==> src/rtl/ram_march_bist.sv <==
// ram_march_bist: March C- self-test controller for a single-port synchronous RAM.
//
// Runs M0 up(w0), M1 up(r0,w1), M2 up(r1,w0), M3 down(r0,w1), M4 down(r1,w0)
// and M5 up(r0) over the whole address space. It then reports pass/fail and the
// first failing address and march element.
//
// Optional feature (macro RAM_BIST_DIAG_EN):
//   defined   - a mismatch does not stop the run; err_count counts every
//               mismatching compare and saturates at 255.
//   undefined - the run stops on the first mismatch; err_count is tied to 0.
//
// Ports:
//   clk, rst_n  clock and asynchronous active-low reset
//   start       begin a test (only accepted in IDLE or DONE)
//   busy        test in progress
//   done        test finished (level, held until the next accepted start)
//   pass        1 = no mismatch; valid while done=1
//   fail_addr   address of the first mismatch (0 if none)
//   fail_elem   march element 0-5 of the first mismatch (0 if none)
//   err_count   saturating mismatch count
//   mem_we, mem_addr, mem_wdata  RAM write enable, address and write data
//   mem_rdata   RAM read data, 1-cycle latency

module ram_march_bist #(
    parameter int unsigned data_width = 8,
    parameter int unsigned addr_width = 4
) (
    input  logic                  clk,
    input  logic                  rst_n,
    input  logic                  start,
    output logic                  busy,
    output logic                  done,
    output logic                  pass,
    output logic [addr_width-1:0] fail_addr,
    output logic [2:0]            fail_elem,
    output logic [7:0]            err_count,
    output logic                  mem_we,
    output logic [addr_width-1:0] mem_addr,
    output logic [data_width-1:0] mem_wdata,
    input  logic [data_width-1:0] mem_rdata
);

    localparam logic [addr_width-1:0] addr_first = '0;
    localparam logic [addr_width-1:0] addr_last  = '1;
    localparam logic [2:0]            elem_last  = 3'd5;

`ifdef RAM_BIST_DIAG_EN
    localparam bit stop_on_fail = 1'b0;
`else
    localparam bit stop_on_fail = 1'b1;
`endif

    typedef enum logic [2:0] {
        S_IDLE,
        S_WR0,
        S_RD,
        S_WCHK,
        S_CHK,
        S_DONE
    } state_t;

    // Elements 3 and 4 walk the address space downwards.
    function automatic logic elem_down(input logic [2:0] e);
        return (e == 3'd3) || (e == 3'd4);
    endfunction

    // Value each element expects to read back.
    function automatic logic [data_width-1:0] elem_read_val(input logic [2:0] e);
        return ((e == 3'd2) || (e == 3'd4)) ? '1 : '0;
    endfunction

    // Value each element writes (M0 writes background 0).
    function automatic logic [data_width-1:0] elem_write_val(input logic [2:0] e);
        return ((e == 3'd1) || (e == 3'd3)) ? '1 : '0;
    endfunction

    state_t                  state_q, state_d;
    logic [2:0]              elem_q, elem_d;
    logic [addr_width-1:0]   addr_d;
    logic                    err_seen_q, err_seen_d;
    logic                    pass_d;
    logic [addr_width-1:0]   fail_addr_d;
    logic [2:0]              fail_elem_d;
    logic                    busy_d, done_d, mem_we_d;
    logic [data_width-1:0]   mem_wdata_d;
    logic                    compare_c, mismatch_c, at_last_c;
    logic [2:0]              elem_nxt_c;
`ifdef RAM_BIST_DIAG_EN
    logic [7:0]              err_cnt_q, err_cnt_d;
`endif

    // State register.
    always_ff @(posedge clk or negedge rst_n) begin
        if (!rst_n) begin
            state_q <= S_IDLE;
        end else begin
            state_q <= state_d;
        end
    end

    // Datapath and registered outputs.
    always_ff @(posedge clk or negedge rst_n) begin
        if (!rst_n) begin
            elem_q     <= 3'd0;
            mem_addr   <= '0;
            err_seen_q <= 1'b0;
            busy       <= 1'b0;
            done       <= 1'b0;
            pass       <= 1'b0;
            fail_addr  <= '0;
            fail_elem  <= 3'd0;
            mem_we     <= 1'b0;
            mem_wdata  <= '0;
        end else begin
            elem_q     <= elem_d;
            mem_addr   <= addr_d;
            err_seen_q <= err_seen_d;
            busy       <= busy_d;
            done       <= done_d;
            pass       <= pass_d;
            fail_addr  <= fail_addr_d;
            fail_elem  <= fail_elem_d;
            mem_we     <= mem_we_d;
            mem_wdata  <= mem_wdata_d;
        end
    end

`ifdef RAM_BIST_DIAG_EN
    // Saturating mismatch counter.
    always_ff @(posedge clk or negedge rst_n) begin
        if (!rst_n) begin
            err_cnt_q <= 8'd0;
        end else begin
            err_cnt_q <= err_cnt_d;
        end
    end

    assign err_count = err_cnt_q;
`else
    assign err_count = 8'd0;
`endif

    // Next-state, datapath and next-output logic.
    always_comb begin
        state_d     = state_q;
        elem_d      = elem_q;
        addr_d      = mem_addr;
        err_seen_d  = err_seen_q;
        pass_d      = pass;
        fail_addr_d = fail_addr;
        fail_elem_d = fail_elem;
`ifdef RAM_BIST_DIAG_EN
        err_cnt_d   = err_cnt_q;
`endif

        compare_c  = (state_q == S_WCHK) || (state_q == S_CHK);
        mismatch_c = compare_c && (mem_rdata != elem_read_val(elem_q));
        at_last_c  = elem_down(elem_q) ? (mem_addr == addr_first)
                                       : (mem_addr == addr_last);
        elem_nxt_c = elem_q + 3'd1;

        unique case (state_q)
            S_IDLE, S_DONE: begin
                if (start) begin
                    state_d     = S_WR0;
                    elem_d      = 3'd0;
                    addr_d      = addr_first;
                    err_seen_d  = 1'b0;
                    pass_d      = 1'b0;
                    fail_addr_d = '0;
                    fail_elem_d = 3'd0;
`ifdef RAM_BIST_DIAG_EN
                    err_cnt_d   = 8'd0;
`endif
                end
            end

            S_WR0: begin
                if (mem_addr == addr_last) begin
                    state_d = S_RD;
                    elem_d  = 3'd1;
                    addr_d  = addr_first;
                end else begin
                    addr_d = mem_addr + 1'b1;
                end
            end

            S_RD: begin
                state_d = (elem_q == elem_last) ? S_CHK : S_WCHK;
            end

            S_WCHK, S_CHK: begin
                // Only the first mismatch is recorded.
                if (mismatch_c) begin
                    if (!err_seen_q) begin
                        fail_addr_d = mem_addr;
                        fail_elem_d = elem_q;
                    end
                    err_seen_d = 1'b1;
`ifdef RAM_BIST_DIAG_EN
                    if (err_cnt_q != 8'hFF) begin
                        err_cnt_d = err_cnt_q + 8'd1;
                    end
`endif
                end

                if (mismatch_c && stop_on_fail) begin
                    state_d = S_DONE;
                    pass_d  = 1'b0;
                end else if (at_last_c) begin
                    if (elem_q == elem_last) begin
                        state_d = S_DONE;
                        pass_d  = !(err_seen_q || mismatch_c);
                    end else begin
                        state_d = S_RD;
                        elem_d  = elem_nxt_c;
                        addr_d  = elem_down(elem_nxt_c) ? addr_last : addr_first;
                    end
                end else begin
                    state_d = S_RD;
                    addr_d  = elem_down(elem_q) ? (mem_addr - 1'b1) : (mem_addr + 1'b1);
                end
            end

            default: begin
                state_d = S_IDLE;
            end
        endcase

        // Outputs follow the state being entered so they are valid in that state.
        busy_d      = (state_d != S_IDLE) && (state_d != S_DONE);
        done_d      = (state_d == S_DONE);
        mem_we_d    = (state_d == S_WR0) || (state_d == S_WCHK);
        mem_wdata_d = (state_d == S_WCHK) ? elem_write_val(elem_d) : '0;
    end

endmodule

==> config.mk <==
export PLATFORM = sky130hd
export DESIGN_NAME = ram_march_bist
export DESIGN_NICKNAME = d
export VERILOG_FILES = /design/src/rtl/ram_march_bist.sv
export SDC_FILE = /design/constraint.sdc
export NUM_CORES = 1
export LEC_CHECK = 0
export ABC_CLOCK_PERIOD_IN_PS = 2900
export CAP_MARGIN = 15
export CORE_ASPECT_RATIO = 1.4
export CORE_MARGIN = 4
export CORE_UTILIZATION = 30
export DETAILED_ROUTE_END_ITERATION = 7
export SLEW_MARGIN = 25
export SYNTH_ARGS = -nofsm -noshare
export SYNTH_HDL_FRONTEND = slang
export SYNTH_SLANG_ARGS = --single-unit
==> constraint.sdc <==
create_clock -name clk -period 2.9 [get_ports clk]
set_input_delay 0.29 -clock clk [delete_from_list [all_inputs] [get_ports clk]]
set_output_delay 0.29 -clock clk [all_outputs]
set_load 0.02 [all_outputs]
==> results of run 1 <==
[cell usage after synthesis (all sizes together) (3+ instances only)]
master / count / share of area, %
dfrtp: 23 / 34
buf: 21 / 8.9
nand2: 21 / 4.7
a21oi: 19 / 5.6
nor2: 12 / 2.7
o21ai: 12 / 3.5
inv: 8 / 1.8
o22ai: 7 / 3.8
ha: 6 / 4.4
o31ai: 6 / 3.0
mux2i: 5 / 3.2
nand2b: 5 / 1.8
and3: 3 / 1.4
clkbuf: 3 / 0.67
nand4: 3 / 1.1
nor2b: 3 / 1.1
nor3b: 3 / 1.6
nor4: 3 / 1.1
[placed cells by master, fill, tap and decap left out, types with 3 or more instances in the layout]
| cell | instances |
|---|---|
| a21oi_1 | 19 |
| buf_4 | 3 |
| clkbuf_8 | 3 |
| clkdlybuf4s50_1 | 33 |
| conb_1 | 8 |
| dfrtp_1 | 23 |
| ha_1 | 6 |
| inv_1 | 8 |
| mux2i_1 | 4 |
| nand2_1 | 21 |
| nand2b_1 | 5 |
| nand4_1 | 3 |
| nor2_1 | 12 |
| nor4_1 | 3 |
| o21ai_0 | 11 |
| o22ai_1 | 5 |
| o31ai_1 | 5 |
[layout make-up]
class / instances / area share [%]
flip-flops and latches: 23 / 28.15
multi-input cells: 146 / 46.57
clock inverters: 1 / 0.3672
clock buffers: 3 / 2.020
repair buffers: 36 / 17.26
well taps: 68 / 4.162
inverters: 8 / 1.469
[worst register-to-register path, cell delays in order (launching register included)]
cell and delay (ns):
dfrtp_1 0.42, inv_1 0.13, ha_1 0.26, mux2i_2 0.40, mux2i_1 0.34, o21ai_0 0.20
mux2i_1 0.16, o31ai_2 0.29, nor3b_2 0.09
[registers in the layout (all words and copies together) (netlist names), 3 cells and up]
signal	cells
elem_q	3
mem_addr	4
fail_elem	3
fail_addr	4
state_q	3
[worst paths after layout]
path	from	end	slack, ns	cells after the start
setup / recovery	elem_q[0]	mem_wdata[6]	0.49	8
hold / removal	rst_n	elem_q[1]	0.38	2
setup reg to reg	elem_q[0]	mem_wdata[6]	0.49	8
hold reg to reg	fail_addr[2]	fail_addr[2]	0.47	2
max in group asynchronous	rst_n	fail_addr[2]	2.29	2
min in group clk	fail_addr[2]	fail_addr[2]	0.47	2
[metal layers]
metal	vias to the layer above	GRT usage [%]	wire length, um	part of all wire [%]
met4	0	4.776	59	1.5
li1	726	-	-	-
met5	-	0	0	0
met1	680	14.29	1628	40
met2	40	21.46	2204	55
met3	6	0.9356	151	3.7
[logic make-up after synthesis]
group	synth area share [%]
adders and majority gates	4.438
and+or+nand+nor	20.19
DFF	34.02
AOI/OAI and AO/OA	23.97
buffers and inverters	11.39
muxes	4.733
other	0.2217
xor gates and xnor gates	1.036
[stage by stage]
step                setup slack (ns)  instance area, um2  power [mW]  utilization, %
floorplan                     0.7466                1718      0.8901               -
global placement              0.5248                1993       1.078           36.34
detailed placement            0.4833                1993       1.081           36.34
CTS                           0.4515                2042       1.300           37.23
global route                  0.2560                2044       1.387           37.27
finish                        0.4923                2044       1.286           37.27
[power groups by stage]
stage,clock (mW),sequential (mW),combinational (mW)
floorplan,0,0.484,0.406
global placement,0,0.478,0.600
detailed placement,0,0.481,0.600
CTS,0.222,0.475,0.603
global route,0.230,0.487,0.670
finish,0.211,0.475,0.600
==> impl_results.md, run 1 <==
* LEAKAGE at 0.8241 nW
* Total track usage at 11.95%
* Final hold vios at 0
* F_max at 415.3 MHz
* Critical Path End Type: flop
* Post-DRT Antenna Nets at 0
* Comb pwr share at 46.7%
* Worst hold path class: primary input to async pin
* Worst Path Max Fanout at 7
* Hold-fix buffer count after cts at 0
* Unique masters post-synth at 53
* TritonCTS clock tree: yes
* Final Cycle Share at 83.02%
* Wirelength, routed at 4043 um
* Grt total ovfl at 0
* Register bit total from synthesis at 23
* Ys flop type: dfrtp_1
* Layout area overhead at 20.86%
* Cell-by-cell trace of the critical path: inv_1, ha_1, mux2i_2, mux2i_1, o21ai_0, mux2i_1, o31ai_2, nor3b_2
* Max-slew violations at 0
* Clock Root Buffer: clkbuf_8
* Netlist area before placement at 1692 um2
* Placed cell count at 281
* RSZ-0062 raised after global routing: false
* Postcts setup bufs at 0
* CTS clk-pin slew, worst paths at 0.09 ns
* Htree depth at 1
* Post-Route Setup TNS at 0 ns
* Yosys warning count at 0
* Worst skew pair latency at 0.27 ns
* Number of diodes at 0
* PortBufs at 33
* Int Pwr at 0.7438 mW
* Switching pwr at 0.5423 mW
* Vias in the first global route at 1428
* Register area share after synthesis at 34.02%
* Drt initial violations at 139
* Avg Inst Size Synth at 8.720 um2
* Pwr/cell area at 629.1 nW/um2
* WL per Instance at 14.19 um
* Detail Placement HPWL at 3177 um
* TritonRoute pass-1 iters at 4
* Final Non-Filler Cells at 285
* Clk_skew at 0.007034 ns
* Crit path top cell by count: mux2i_1
* Filler cells at 562
* Critical path buffer and inverter count at 1
* Async S/R FF share, synth at 100.0%
* Die height at 96.85 um
* Crit path DAT at 2.56 ns
* Clock Tree Buf Depth at 2
* WP data required at 3.05 ns
* Critical Path Source Type: flop
* Status: complete, no violations
* Normalized max-slew margin at 58.98%
* Vias per inst at 5.095
* Row cnt at 32
* Hold_ws at 0.3754 ns
* Setup violators final at 0
* Net Sw Frac at 42.17%
* Worst-margin pin slew at 0.6126 ns
* Residual DRC at 0
* First-pass GRT wire length at 6789 um
* Ports at 42
* Crit Path Category: flop to flop
* Sequential cell area at 575.6 um2
* Gpl congestion at 0.8965
* Initial core utilization at 30.84%
* Post-cts resize count at 0
* CP max stage delay at 0.42 ns
* VDD IR max at 0.0002262 V
* Sequential share of power at 37.0%
* Initial antenna violation count at 0
* DIE WIDTH at 71.47 um
* Total core area at 5485 um2
* Max-cap violations at 0
* Delay-heaviest family, CP: multiplexers
* Multi-input logic area at 952.2 um2
* Vias at 1452
* Die area at 6921 um2
* Layout cells sized above 1 at 8.756%
* Final Critical Period at 2.408 ns
* Slowest-stage cell, CP: dfrtp_1
* Num CTS Buffers at 3
* Final net count at 235
* Clock Sinks at 23
* Post-synth EDFFs at 0
* Post-Syn Instances at 194
* Pin count of the biggest net entering global routing at 24
* Clk network pwr share at 16.4%
Note: power is estimated with default switching activity, not from simulation.
==> inputs of run 2 (changes only) <==
--- a/config.mk
+++ b/config.mk
@@ -5,7 +5,7 @@
 export SDC_FILE = /design/constraint.sdc
 export NUM_CORES = 1
 export LEC_CHECK = 0
-export ABC_CLOCK_PERIOD_IN_PS = 2900
+export ABC_CLOCK_PERIOD_IN_PS = 2500
 export CAP_MARGIN = 15
 export CORE_ASPECT_RATIO = 1.4
 export CORE_MARGIN = 4
==> constraint.sdc (replaced) <==
create_clock -name clk -period 2.5 [get_ports clk]
set_input_delay 0.25 -clock clk [delete_from_list [all_inputs] [get_ports clk]]
set_output_delay 0.25 -clock clk [all_outputs]
set_load 0.02 [all_outputs]
==> run 2 against run 1 <==
  * First-iteration DRC count shrank 53%
  * Final area grew 2.6%
  * Clock-buffer cell count is the same
  * Final cell count grew 2.5%
  * Worst setup slack lost 0.31 ns
  * Register-to-register slack lost 0.31 ns
  * Sequential power grew 13%
  * Hold slack lost 0.034 ns
  * Critical endpoint unchanged
  * Largest cell class unchanged
==> impl_results.md, run 2 (same netlist as run 1, synthesis figures left out) <==
* Status: complete, no violations
* Postcts setup bufs at 0
* RSZ-0062 raised after global routing: false
* WP data required at 2.65 ns
* Hold-fix buffer count after cts at 0
* Clk network pwr share at 15.8%
* Worst-margin pin slew at 0.6283 ns
* Final net count at 242
* CTS clk-pin slew, worst paths at 0.09 ns
* Max-cap violations at 0
* Delay-heaviest family, CP: simple AND/OR/NAND/NOR gates
* Layout cells sized above 1 at 11.61%
* Num CTS Buffers at 3
* Clock Tree Buf Depth at 2
* Layout area overhead at 23.96%
* Placed cell count at 288
* Detail Placement HPWL at 3445 um
* Worst skew pair latency at 0.26 ns
* Post-Route Setup TNS at 0 ns
* Wirelength, routed at 4314 um
* Total core area at 5485 um2
* WL per Instance at 14.77 um
* Final Cycle Share at 92.62%
* Final hold vios at 0
* PortBufs at 33
* Gpl congestion at 0.8549
* Clock Sinks at 23
* Critical path buffer and inverter count at 1
* Normalized max-slew margin at 57.93%
* Clk_skew at 0.003395 ns
* Comb pwr share at 48.5%
* VDD IR max at 0.0002568 V
* Pwr/cell area at 719.3 nW/um2
* Htree depth at 1
* Total track usage at 12.54%
* LEAKAGE at 0.8572 nW
* F_max at 431.9 MHz
* Vias at 1479
* Worst hold path class: primary input to async pin
* Initial core utilization at 30.84%
* Vias in the first global route at 1487
* Setup violators final at 0
* Number of diodes at 0
* Cell-by-cell trace of the critical path: inv_1, ha_1, or3b_4, mux2i_1, o211ai_1, xnor2_1, o22ai_2, nor3b_2
* Switching pwr at 0.6337 mW
* Sequential share of power at 35.7%
* Initial antenna violation count at 0
* Worst Path Max Fanout at 8
* Most frequent cells in the layout: clkdlybuf4s50_1, dfrtp_1, nand2_1
* Max-slew violations at 0
* Commonest non-fill, non-tap cell in the layout: clkdlybuf4s50_1
* Pre-CTS WS at 0.1338 ns
* Worst setup margin at 0.1845 ns
* Final Non-Filler Cells at 292
* Row cnt at 32
* Post-DRT Antenna Nets at 0
* Vias per inst at 5.065
* First-pass GRT wire length at 7100 um
* Crit path DAT at 2.46 ns
* Clock Root Buffer: clkbuf_8
* TritonCTS clock tree: yes
* Final Critical Period at 2.316 ns
* Pin count of the biggest net entering global routing at 24
* Crit Path Category: flop to flop
* Hold_ws at 0.3413 ns
* Ports at 42
* Net Sw Frac at 42.02%
* CP max stage delay at 0.48 ns
* Die height at 96.85 um
* Int Pwr at 0.8746 mW
* Critical Path End Type: flop
* Leading registers by flop count: fail_addr (4), mem_addr (4)
* Grt total ovfl at 0
* Critical Path Source Type: flop
* TritonRoute pass-1 iters at 4
* DIE WIDTH at 71.47 um
* Slowest-stage cell, CP: dfrtp_1
* Die area at 6921 um2
* Residual DRC at 0
* Drt initial violations at 66
run 2: changes by cell type in the layout (fill, tap and decap cells not counted), sizes merged:
cell  before  now
buf        3   10
run 2: worst register-to-register path: stages (launching register included):
cell and delay (ns):
dfrtp_1 0.48, inv_1 0.12, ha_1 0.17, or3b_4 0.42
mux2i_1 0.27, o211ai_1 0.21, xnor2_1 0.22, o22ai_2 0.11
nor3b_2 0.19
run 2: path summary, 6_finish.rpt:
path | start | endpoint | slack, ns | cells after the start
hold reg to reg | fail_addr[2] | fail_addr[2] | 0.48 | 2
setup reg to reg | mem_addr[0] | mem_wdata[6] | 0.18 | 8
max in group asynchronous | rst_n | fail_addr[2] | 1.93 | 2
hold / removal | rst_n | fail_addr[3] | 0.34 | 2
setup / recovery | mem_addr[0] | mem_wdata[6] | 0.18 | 8
min in group clk | fail_addr[2] | fail_addr[2] | 0.48 | 2
run 2: through the flow:
| step | area, um2 | power, mW | utilization, % |
|---|---|---|---|
| floorplan | 1718 | 1.033 | - |
| global route | 2097 | 1.616 | 38.23 |
| finish | 2097 | 1.508 | 38.23 |
| global placement | 2046 | 1.280 | 37.29 |
| CTS | 2095 | 1.517 | 38.18 |
| detailed placement | 2046 | 1.272 | 37.29 |
run 2: cell type report:
type | instances | area [um2]
fillers | 541 | 3388
flip-flops and latches | 23 | 575.6
well taps | 68 | 85.08
multi-input cells | 146 | 952.2
inverters | 8 | 30.03
clock buffers | 3 | 41.29
repair buffers | 43 | 405.4
clock inverters | 1 | 7.507
run 2: power by group through the flow:
stage | clock (mW) | combinational, mW | sequential, mW
4_1_cts | 0.249 | 0.730 | 0.538
3_5_place_dp | 0 | 0.727 | 0.545
2_1_floorplan | 0 | 0.471 | 0.561
3_3_place_gp | 0 | 0.735 | 0.545
6_report | 0.239 | 0.732 | 0.538
5_1_grt | 0.259 | 0.808 | 0.550
run 2: metal layers:
layer  vias up  wire length [um]  track usage [%]
met5         -                 0                0
met4         0               141            6.368
met3        12               120            1.559
met2        29              2331            22.10
met1       698              1720            14.44
li1        740                 -                -
run 2: timing repair:
action	CTS	global route
endpoints found under the hold margin	0	0
setup endpoints to repair	0	1
resized for setup	0	1
==> inputs of run 3 (changes only) <==
--- a/config.mk
+++ b/config.mk
@@ -5,8 +5,7 @@
 export SDC_FILE = /design/constraint.sdc
 export NUM_CORES = 1
 export LEC_CHECK = 0
-export ABC_CLOCK_PERIOD_IN_PS = 2500
-export CAP_MARGIN = 15
+export ABC_CLOCK_PERIOD_IN_PS = 2100
 export CORE_ASPECT_RATIO = 1.4
 export CORE_MARGIN = 4
 export CORE_UTILIZATION = 30
==> constraint.sdc (replaced) <==
create_clock -name clk -period 2.1 [get_ports clk]
set_input_delay 0.21 -clock clk [delete_from_list [all_inputs] [get_ports clk]]
set_output_delay 0.21 -clock clk [all_outputs]
set_load 0.02 [all_outputs]
==> run 3 against run 2 <==
  * Clock skew up 0.0040 ns
  * Global-route usage increased by 1.2 points
  * Die area unchanged
  * Fmax increased by 11%
  * Final area up 13%
  * Hold slack worse by 0.057 ns
  * Register-to-register slack worse by 0.17 ns
  * Combinational power increased by 52%
  * Critical path depth unchanged
  * Flip-flop and latch count stayed put
  * Clock-buffer cell count is the same
  * Critical endpoint is now state_q[2]
  * Largest power group unchanged
==> impl_results.md, run 3 (same netlist as run 1, synthesis figures left out) <==
* Gpl congestion at 0.8187
* Htree depth at 1
* F_max at 480.2 MHz
* Worst hold path class: primary input to async pin
* Worst setup margin at 0.01737 ns
* Final hold vios at 0
* Die area at 6921 um2
* Die height at 96.85 um
* Crit Path Category: flop to flop
* Pin count of the biggest net entering global routing at 24
* Layout cells sized above 1 at 25.70%
* Reg2reg end: state_q[2]
* Pre-CTS WS at -0.04382 ns
* TritonCTS clock tree: yes
* Status: complete, no violations
* R2R cell count at 8
* Critical Path Source Type: flop
* Total core area at 5485 um2
* Residual DRC at 0
* Worst Path Max Fanout at 6
* Comb pwr share at 55.2%
* Initial antenna violation count at 0
* Worst skew pair latency at 0.28 ns
* Filler cells at 560
* Switching pwr at 0.8269 mW
* Commonest non-fill, non-tap cell in the layout: buf_4
* TritonRoute pass-1 iters at 4
* Clk_skew at 0.007365 ns
* Clock Tree Buf Depth at 2
* WP data required at 2.29 ns
* Crit path DAT at 2.27 ns
* Ports at 42
* CTS clk-pin slew, worst paths at 0.09 ns
* DIE WIDTH at 71.47 um
* PortBufs at 33
* Setup violators final at 0
* VDD IR max at 0.0002878 V
* Final Critical Period at 2.083 ns
* Clk network pwr share at 14.8%
* Total track usage at 13.76%
* Final Cycle Share at 99.17%
* Net Sw Frac at 40.98%
* Number of diodes at 0
* Max-cap violations at 0
* Row cnt at 32
* Clock Root Buffer: clkbuf_8
* Layout area overhead at 40.68%
* Worst r2r src: mem_addr[0]
* First-pass GRT wire length at 7541 um
* Critical Path End Type: flop
* Most frequent cells in the layout: buf_4, clkdlybuf4s50_1, dfrtp_1
* Vias at 1625
* LEAKAGE at 0.9957 nW
* Grt total ovfl at 0
* Post-DRT Antenna Nets at 0
* Sequential share of power at 30.0%
* WL per Instance at 14.73 um
* Int Pwr at 1.191 mW
* Num CTS Buffers at 3
* Hold-fix buffer count after cts at 0
* Area post-placement at 2211 um2
* R2r setup slk at 0.02 ns
* Vias per inst at 5.126
* Max-slew violations at 0
* Pwr/cell area at 848.0 nW/um2
* Detail Placement HPWL at 3656 um
* Initial core utilization at 30.84%
* Wirelength, routed at 4670 um
* Post-route design area at 2380 um2
* Leading registers by flop count: fail_addr (4), mem_addr (4)
* RSZ-0062 raised after global routing: true
* Final net count at 267
* Drt initial violations at 160
* Vias in the first global route at 1530
* Clock Sinks at 23
run 3: cell types whose count changed in the layout (fill, tap and decap cells not counted), moves of 3 or more:
cell	delta
ha_1	-3
inv_1	-3
buf_4	+24
inv_2	+3
ha_4	+3
run 3: how the worst max path moves through the flow:
| stage | endpoint | cells past startpoint | start | slack (ns) |
|---|---|---|---|---|
| after floorplan | state_q[2] | 8 | mem_addr[0] | 0.02 |
| after global placement | mem_addr[1] | 8 | elem_q[0] | -0.03 |
| after detailed placement | mem_addr[1] | 8 | elem_q[0] | -0.04 |
| after CTS | mem_addr[1] | 8 | elem_q[0] | 0.01 |
| after global routing | state_q[2] | 8 | mem_addr[0] | -0.07 |
| final | state_q[2] | 8 | mem_addr[0] | 0.02 |
run 3: what timing repair did:
item                                    4_1_cts  5_1_grt
resized for setup                             8       10
setup buffers                                 2        3
pin swaps                                     5        2
endpoints found under the setup margin        4       15
run 3: worst max-delay path, stage by stage, from the launching register on:
cell and delay (ns):
dfrtp_2 0.42, inv_2 0.08, ha_4 0.13, or3b_4 0.40, mux2_4 0.32, o22ai_4 0.18
nand2b_1 0.09, a211o_1 0.30, o31ai_2 0.07
run 3: power by group through the flow:
stage | registers, mW | logic, mW | clock network, mW
after detailed placement | 0.608 | 1.04 | 0
after floorplan | 0.672 | 0.561 | 0
final | 0.606 | 1.11 | 0.299
after CTS | 0.603 | 1.08 | 0.307
after global routing | 0.621 | 1.23 | 0.319
after global placement | 0.607 | 1.03 | 0
run 3: cell type report:
type,instances,area [um2],area share (%)
inverter,8,30.03,1.262
tap,68,85.08,3.575
clock inverter,1,7.507,0.3155
multi-input combinational,146,1032,43.38
timing repair buffer,68,605.6,25.45
clock buffer,3,41.29,1.735
sequential,23,578.1,24.29
run 3: stage by stage:
step	total power [mW]	util [%]	hold slack, ns	setup TNS, ns	instances
floorplan	1.234	-	-0.08559	0	201
global placement	1.636	40.31	0.4574	-0.03348	308
detailed placement	1.647	40.31	0.4632	-0.05062	308
CTS	1.987	42.04	0.3011	0	314
global route	2.169	43.39	0.3326	-0.2714	317
finish	2.018	43.39	0.2840	0	317
run 3: metal layers:
metal / global-route usage [%] / wire, um
met1: 16.34 / 1871
met2: 24.79 / 2560
met3: 1.559 / 179
met5: 0 / 0
met4: 4.920 / 60
